## src/rtl/data_stack.sv

```systemverilog
// LIFO operand stack for the control FSM: push/pop/replace strobes, registered pop data,
// occupancy flags and sticky overflow/underflow error flags.
module data_stack #(
    parameter int DATA_WIDTH = 16,
    parameter int DEPTH      = 16,
    localparam int CNT_W     = $clog2(DEPTH + 1)
) (
    input  logic                  clk,
    input  logic                  rst,
    input  logic                  rst_stack,
    input  logic                  push_stack,
    input  logic                  pop_stack,
    input  logic [DATA_WIDTH-1:0] stack_data_in,
    output logic [DATA_WIDTH-1:0] stack_data_out,
    output logic [DATA_WIDTH-1:0] tos,
    output logic [CNT_W-1:0]      count,
    output logic                  empty,
    output logic                  full,
    output logic                  overflow,
    output logic                  underflow
);

    localparam int ADDR_W = $clog2(DEPTH);

    logic [DATA_WIDTH-1:0] r_mem [DEPTH];
    logic [CNT_W-1:0]      r_count;
    logic [DATA_WIDTH-1:0] r_data_out;
    logic                  r_overflow;
    logic                  r_underflow;

    logic                  w_empty;
    logic                  w_full;
    logic [ADDR_W-1:0]     w_top_idx;
    logic [ADDR_W-1:0]     w_wr_idx;
    logic                  w_we;

    assign w_empty   = (r_count == '0);
    assign w_full    = (r_count == CNT_W'(DEPTH));
    assign w_top_idx = r_count[ADDR_W-1:0] - ADDR_W'(1);

    // A replace overwrites the top entry; a plain push (or push onto an empty stack)
    // appends. Writes are suppressed during any reset so a cleared stack stays clean.
    assign w_we     = rst & ~rst_stack & push_stack & (~w_full | pop_stack);
    assign w_wr_idx = (pop_stack & ~w_empty) ? w_top_idx : r_count[ADDR_W-1:0];

    always_ff @(posedge clk) begin
        if (w_we) begin
            r_mem[w_wr_idx] <= stack_data_in;
        end
    end

    always_ff @(posedge clk or negedge rst) begin
        if (!rst) begin
            r_count     <= '0;
            r_data_out  <= '0;
            r_overflow  <= 1'b0;
            r_underflow <= 1'b0;
        end else if (rst_stack) begin
            r_count     <= '0;
            r_data_out  <= '0;
            r_overflow  <= 1'b0;
            r_underflow <= 1'b0;
        end else begin
            case ({push_stack, pop_stack})
                2'b10: begin
                    if (w_full) begin
                        r_overflow <= 1'b1;
                    end else begin
                        r_count <= r_count + CNT_W'(1);
                    end
                end
                2'b01: begin
                    if (w_empty) begin
                        r_data_out  <= '0;
                        r_underflow <= 1'b1;
                    end else begin
                        r_data_out <= r_mem[w_top_idx];
                        r_count    <= r_count - CNT_W'(1);
                    end
                end
                2'b11: begin
                    // Replace keeps depth; on an empty stack only the push half succeeds.
                    if (w_empty) begin
                        r_data_out  <= '0;
                        r_underflow <= 1'b1;
                        r_count     <= CNT_W'(1);
                    end else begin
                        r_data_out <= r_mem[w_top_idx];
                    end
                end
                default: begin
                end
            endcase
        end
    end

    assign stack_data_out = r_data_out;
    assign tos            = w_empty ? '0 : r_mem[w_top_idx];
    assign count          = r_count;
    assign empty          = w_empty;
    assign full           = w_full;
    assign overflow       = r_overflow;
    assign underflow      = r_underflow;

endmodule

```

## config.mk

```make
export PLATFORM = sky130hd
export DESIGN_NAME = data_stack
export DESIGN_NICKNAME = d
export VERILOG_FILES = /design/src/rtl/data_stack.sv
export SDC_FILE = /design/constraint.sdc
export NUM_CORES = 1
export LEC_CHECK = 0
export BUFFER_PORTS_ARGS = -buffer_cell sky130_fd_sc_hd__buf_2
export CAP_MARGIN = 0
export CORE_ASPECT_RATIO = 0.5
export CORE_MARGIN = 8
export CORE_UTILIZATION = 40
export DETAILED_ROUTE_END_ITERATION = 12
export HOLD_SLACK_MARGIN = 0.15
export PLACE_DENSITY_LB_ADDON = 0.25
export SKIP_LAST_GASP = 1
export SLEW_MARGIN = 5
export SYNTH_ARGS = -nofsm -noshare
export SYNTH_HDL_FRONTEND = slang
export SYNTH_SLANG_ARGS = --single-unit
```

## constraint.sdc

```tcl
create_clock -name clk -period 5.1 [get_ports clk]
set_clock_uncertainty 0.15 [all_clocks]
set_input_delay 0.51 -clock clk [delete_from_list [all_inputs] [get_ports clk]]
set_output_delay 0.51 -clock clk [all_outputs]
set_load 0.02 [all_outputs]
```

# == After elaboration in Yosys (flattened, before gate mapping) ==
# Memories as Yosys holds them, arrays and structs flattened.
# Cells that the tools add are included.
# word_totals
mem_bits_ro,0
register_bits,23
output_inout_bits,41
latch_bits,0
mem_count,1
elab_cells,50
ramBits,256
# mem_list
name,depth,width,read_ports,rd_ports_with_merged_regs,wr,line,text
r_mem,16,16,1,0,1,25,logic [DATA_WIDTH-1:0] r_mem [DEPTH];
# op_classes
muxes,17
mul,0
addsub,3
eq_ne,7
n_reduce_logical,10
magnitude_cmp,0
shift,0
bitwise,8
n_div,0
# ops
cell,n
16-bit 2-to-1 mux,3
5-bit 2-to-1 mux,4
5-bit one-hot mux with 3 select lines,1
"3-bit != test, second input constant",3
1-bit 2-to-1 mux,8
2-bit nonzero test,4
"5-bit by 1-bit adder with 5-bit output, second input constant",1
"5-bit equality test, second input constant",1
5-bit logical NOT,1
"5-bit by 1-bit subtractor with 5-bit output, second input constant",1
1-bit AND,4
"2-bit equality test, second input constant",2
4-bit 2-to-1 mux,1
2-bit AND reduction,2
4-bit AND reduction,1
4-bit nonzero test,1
"4-bit by 1-bit subtractor with 4-bit output, second input constant",1
1-bit inverter,3
"2-bit by 1-bit equality test with 1-bit output, second input constant",1
2-bit OR reduction,1
1-bit bitwise OR,1

# == Longest topological paths before layout ==
# depth
ltp_word,6
ltp_mapped,11
ltp_nobuf,7

# == Worst setup path after synthesis ==
# OpenSTA, ideal clock, no wires.
# synth_timing
path_type,reg2out
startpoint,"reg r_count[0], in the netlist count[0]"
endpoint,out tos[10]
stages_incl_launch_ff,12
n_path_buf,5
t_arrival_ns,3.070
slack_ns,1.370
cell_sequence,dfrtp_1 -> buf_2 -> clkbuf_1 -> inv_1 -> ha_1 -> clkbuf_1 -> buf_2 -> buf_1 -> mux4_2 -> mux2i_1 -> mux2_1 -> nor2_1
# synth_via
elab_chain_cells,3
# synth_lines
element,line,text
from (decl),26,logic [CNT_W-1:0] r_count;
from (signal assigned),69,r_count <= r_count + CNT_W'(1);
from (signal assigned),78,r_count <= r_count - CNT_W'(1);
4-bit by 1-bit subtractor with 4-bit output,39,assign w_top_idx = r_count[ADDR_W-1:0] - ADDR_W'(1);
memory read 16 x 16 bit,n/a,
16-bit 2-to-1 mux *,98,assign tos = w_empty ? '0 : r_mem[w_top_idx];
to (decl),15,"output logic [DATA_WIDTH-1:0] tos,"
# Every way passes the cells marked *; elsewhere a longest branch is shown, timed or not.

# == Final worst setup path ==
# layout_timing
startpoint,"reg r_count[0], in the netlist count[0]"
endpoint,out tos[1]
# The elaborated chain is that of the path after synthesis.

==> results.md <==
Route:
- After detailed routing, the number of vias per cell comes to 5.41.
- In the final routed layout, each cell accounts on average for 23.4 um.
- The first detailed-routing pass took 5 iterations.
- The number of DRC violations after detailed routing is 0.
- The routed wire length is 24600 um.
- Detailed routing inserted a total of 5683 vias.
- The number of violations reported at the end of detailed-routing iteration 0 is 423.
- The antenna violation net count after detailed routing is 0.

Logic synthesis:
- The area share of the largest cell type after synthesis is 68.4%.
- In this run the mean area of a mapped cell was 19.7 um2.
- After synthesis, flip-flops and latches occupy 73.6% of the total area.
- The combinational family with the most area after synthesis is multiplexers.
- The cell accounting for the most synthesized area is sky130_fd_sc_hd__edfxtp_1.
- Ranked by total cell area, the synthesized netlist is headed by sky130_fd_sc_hd__edfxtp_1 (68%), sky130_fd_sc_hd__mux4_2 (13%), sky130_fd_sc_hd__dfrtp_1 (5.1%).
- Synthesis produced a netlist with a net count of 595.
- Counting distinct cell types in the post-synthesis netlist gives 53.
- After synthesis the netlist holds a flip-flop and latch count of 279.
- The gate count of the mapped netlist is 571.
- In this run, synthesis inferred 256 flip-flops with an integrated enable.
- Among all flip-flop cells after synthesis, the most frequent one is sky130_fd_sc_hd__edfxtp_1.
- After Yosys synthesis, and, or, nand and nor cells account for 3.80% of the synthesized area.
- The post-synthesis mux area share is 17.1%.
- The share of synthesized cell area in full adder, half adder and majority cells is 0.334%.
- The synthesized cell area is 11200 um2.
- The fraction of synthesis flops using an asynchronous set or reset pin is 8.24%.
- The XOR/XNOR share of the synthesized area is 0.312%.
- The synthesized netlist devotes 3.23% of its cell area to compound gates.
- The count of synthesis-stage warnings from yosys is 0.

STA:
- The worst path setup slack after routing is 0.756 ns.
- The final sum of negative setup slack is 0 ns.
- The final count of pins violating max slew is 0.
- Setup repair after global routing left no endpoint under its margin.
- Derived from the worst setup path, the maximum achievable clock frequency is 0.230 GHz.
- The worst pin sits at a relative slew slack of 35.9%.
- Setup violations remaining at the end of the flow were counted as 0.
- In the finished design, the share of the clock period the worst path needs comes to 85.2%.
- The slew of the pin with the lowest slew margin is 0.961 ns.
- The post-route minimum period is 4.34 ns.
- The number of hold violations in the final report is 0.

GRT:
- For this run, the total global-route usage over all layers was measured as 14.3%.
- The via count of the first global-routing pass is 5841.
- The first global-routing pass estimated 37000 um of wire.
- Entering global routing, the biggest net connects 56 pins.
- The total grt overflow is 0.
- The initial antenna violation count is 0.

Placement:
- Prior to clock tree synthesis, the placed netlist has a worst setup slack of 0.978 ns.
- The count of buffers added on input and output ports is 61.
- The half-perimeter wire length after placement is 15300 um.
- The global placement routability congestion is 0.767.

Worst setup path:
- STA classifies the critical path startpoint as a flip-flop.
- Setup slack on the worst reg-to-reg path comes out at 1.05 ns.
- The startpoint-to-endpoint class of the critical path is reg2out.
- The cell family contributing the most delay on the critical path is multiplexers.
- The worst setup path is captured at an output pin.
- The count of buffering cells on the critical path with inverters included is 3.
- The standard cell with the maximum stage delay on the critical path is sky130_fd_sc_hd__ha_2.
- The maximum fanout along the worst path is 36.
- The data arrival at the endpoint of the critical path is 3.68 ns.
- Data on the critical path is required at its endpoint by 4.44 ns.
- Walking the worst path, the cells encountered are inv_1 -> ha_2 -> buf_12 -> mux4_2 -> mux2i_1 -> mux2_2 -> nor2_1 -> buf_2.
- In this design, the stage delay of the slowest critical-path cell is 0.76 ns.

Clock network:
- Buffers inserted to repair hold after CTS numbered 2.
- CTS built an H-tree with a depth of 1.
- The clock tree from TritonCTS is done.
- At the later pin of the worst-skew pair, clock insertion delay measures 0.53 ns.
- In this run the post-CTS setup repair buffer count came out at 0.
- The root buffer cell is sky130_fd_sc_hd__clkbuf_16.
- The clock slew seen by the registers of the worst setup and hold paths is 0.07 ns.
- Counting along the longest clock path gives a buffer depth of 3.
- After clock tree synthesis, the repair step resized 0 gates.
- The total CTS buffers is 26.
- The number of clock sinks seen by CTS is 279.

Cells and area:
- The area growth from synthesis to layout is 15.9%.
- In the final layout, the share of cells above drive strength 1 is 33.8%.
- The final layout net count is 672.
- The number of antenna repair diodes is 0.
- The number of fill cells in the layout is 2323.

Pwr:
- The analysis attributes to cell leakage a power of 0.00440 uW.
- The maximum ir drop on the vdd rail is 295 uV.
- Dividing total power by cell area gives a power density of 558 nW/um2.

Worst hold path:
- The worst hold path class is in2reg.

Floorplan:
- 62 I/O pins were placed.
- The vertical extent of the die is 134 um.
- The die covers 34000 um2.
- The number of standard-cell rows in the floorplan is 43.
- The placeable core region is 27700 um2.
- For this configuration, the core starts out at a cell density of 40.6%.
- The die boundary width is 253 um.

Status:
- The flow ran to the end, and the final reports show no timing, DRC or antenna violations.

Run:
- The tool flagged a number of max-cap violations equal to 0.
==> metal layers <==
layer / part of all wire [%] / GRT usage (%) / up-vias / routed length, um
met2: 47 / 23.3 / 155 / 11600
met5: 0 / 0 / - / 0
met3: 5.0 / 2.42 / 31 / 1220
met1: 46 / 20.2 / 2991 / 11300
met4: 1.9 / 3.12 / 0 / 461
li1: - / - / 2506 / -
==> worst reg2reg max path, stage by stage (launching register included) <==
cell and delay, ns:
sky130_fd_sc_hd__dfrtp_4 0.73, sky130_fd_sc_hd__inv_1 0.21, sky130_fd_sc_hd__ha_2 0.24, sky130_fd_sc_hd__or4b_1 0.29, sky130_fd_sc_hd__clkinv_2 0.44, sky130_fd_sc_hd__o31ai_1 0.48, sky130_fd_sc_hd__nand4_1 0.31, sky130_fd_sc_hd__nor2_2 0.82
==> layout make-up <==
type / count / area [um2] / share of cell area [%]
sequential: 279 / 8270 / 63.5
timing repair buffer: 83 / 500 / 3.84
tap: 382 / 478 / 3.67
multi-input combinational: 252 / 2850 / 21.9
inverter: 6 / 23.8 / 0.183
clock inverter: 12 / 163 / 1.25
clock buffer: 36 / 739 / 5.68
==> flip-flops by register name (all words and copies together), names as in the netlist <==
name            count
count               5
overflow            1
r_mem             256
stack_data_out     16
underflow           1
==> worst paths after layout <==
check                                  startpoint  depth (start not counted)             to
worst max-delay path                     count[0]                          8         tos[1]
worst min-delay path            stack_data_in[15]                          1  r_mem[13][15]
max in group asynchronous                     rst                          2       count[0]
min in group asynchronous                     rst                          2       overflow
worst max register to register           count[0]                          7    r_mem[7][5]
worst min register to register           overflow                          2       overflow
==> power breakdown <==
part           switching, uW  internal (uW)  leakage [uW]
Clock                    821           1220      0.000447
Sequential               119           2630       0.00261
Combinational           1460           1020       0.00134
==> cells by family (layout without fill, tap and decap cells) <==
kind of cell,count (synthesis),in the layout
adder cells (fa/ha/maj),3,3
flip-flops,279,279
XOR/XNOR,4,4
AO/OA/AOI/OAI,48,48
multiplexers,110,110
AND/OR/NAND/NOR,87,87
buffers and inverters,40,137
==> layout by cell type, fill, tap and decap left out, drive strengths merged, types with 2 or more instances in the layout <==
cell           n
mux4          64
mux2i         30
nand2b         2
nor3b          2
ha             3
nor4           3
mux2          16
a21oi          4
and2           2
nor3           2
o221ai        15
nand2         22
or3b           2
a31oi          8
o21ai          3
bufinv         4
clkinv         8
nand4          4
inv            6
xnor2          3
o31ai          2
dfrtp         23
and3           2
buf           81
o211ai         3
nor2          37
and4           2
dlygate4sd3    2
a21boi         3
edfxtp       256
clkbuf        36
==> synth_stat cells (all sizes together), types with 2 or more instances <==
library cell and count:
mux2 16, and2 2, ha 3, and4 2
nor2 37, nor3 2, dfrtp 23, o211ai 3
nor3b 2, nand2b 2, a31oi 8, nand4 4
nor4 3, nand2 22, or3b 2, mux2i 30
and3 2, o31ai 2, buf 20, a21boi 3
inv 5, xnor2 3, a21oi 4, edfxtp 256
mux4 64, clkbuf 14, o21ai 3, o221ai 15
==> metrics by stage <==
stage / cells / utilization (%) / power (uW) / hold WS [ns] / instance area, um2
after floorplan: 571 / - / 4500 / 0.0644 / 11200
after global placement: 1000 / 43.7 / 5310 / 0.323 / 12100
after detailed placement: 1000 / 43.7 / 5330 / 0.334 / 12100
after CTS: 1050 / 47.1 / 7360 / 0.202 / 13000
after global routing: 1050 / 47.1 / 7590 / 0.219 / 13000
final: 1050 / 47.1 / 7260 / 0.219 / 13000
(Power assumes the default switching activity.)
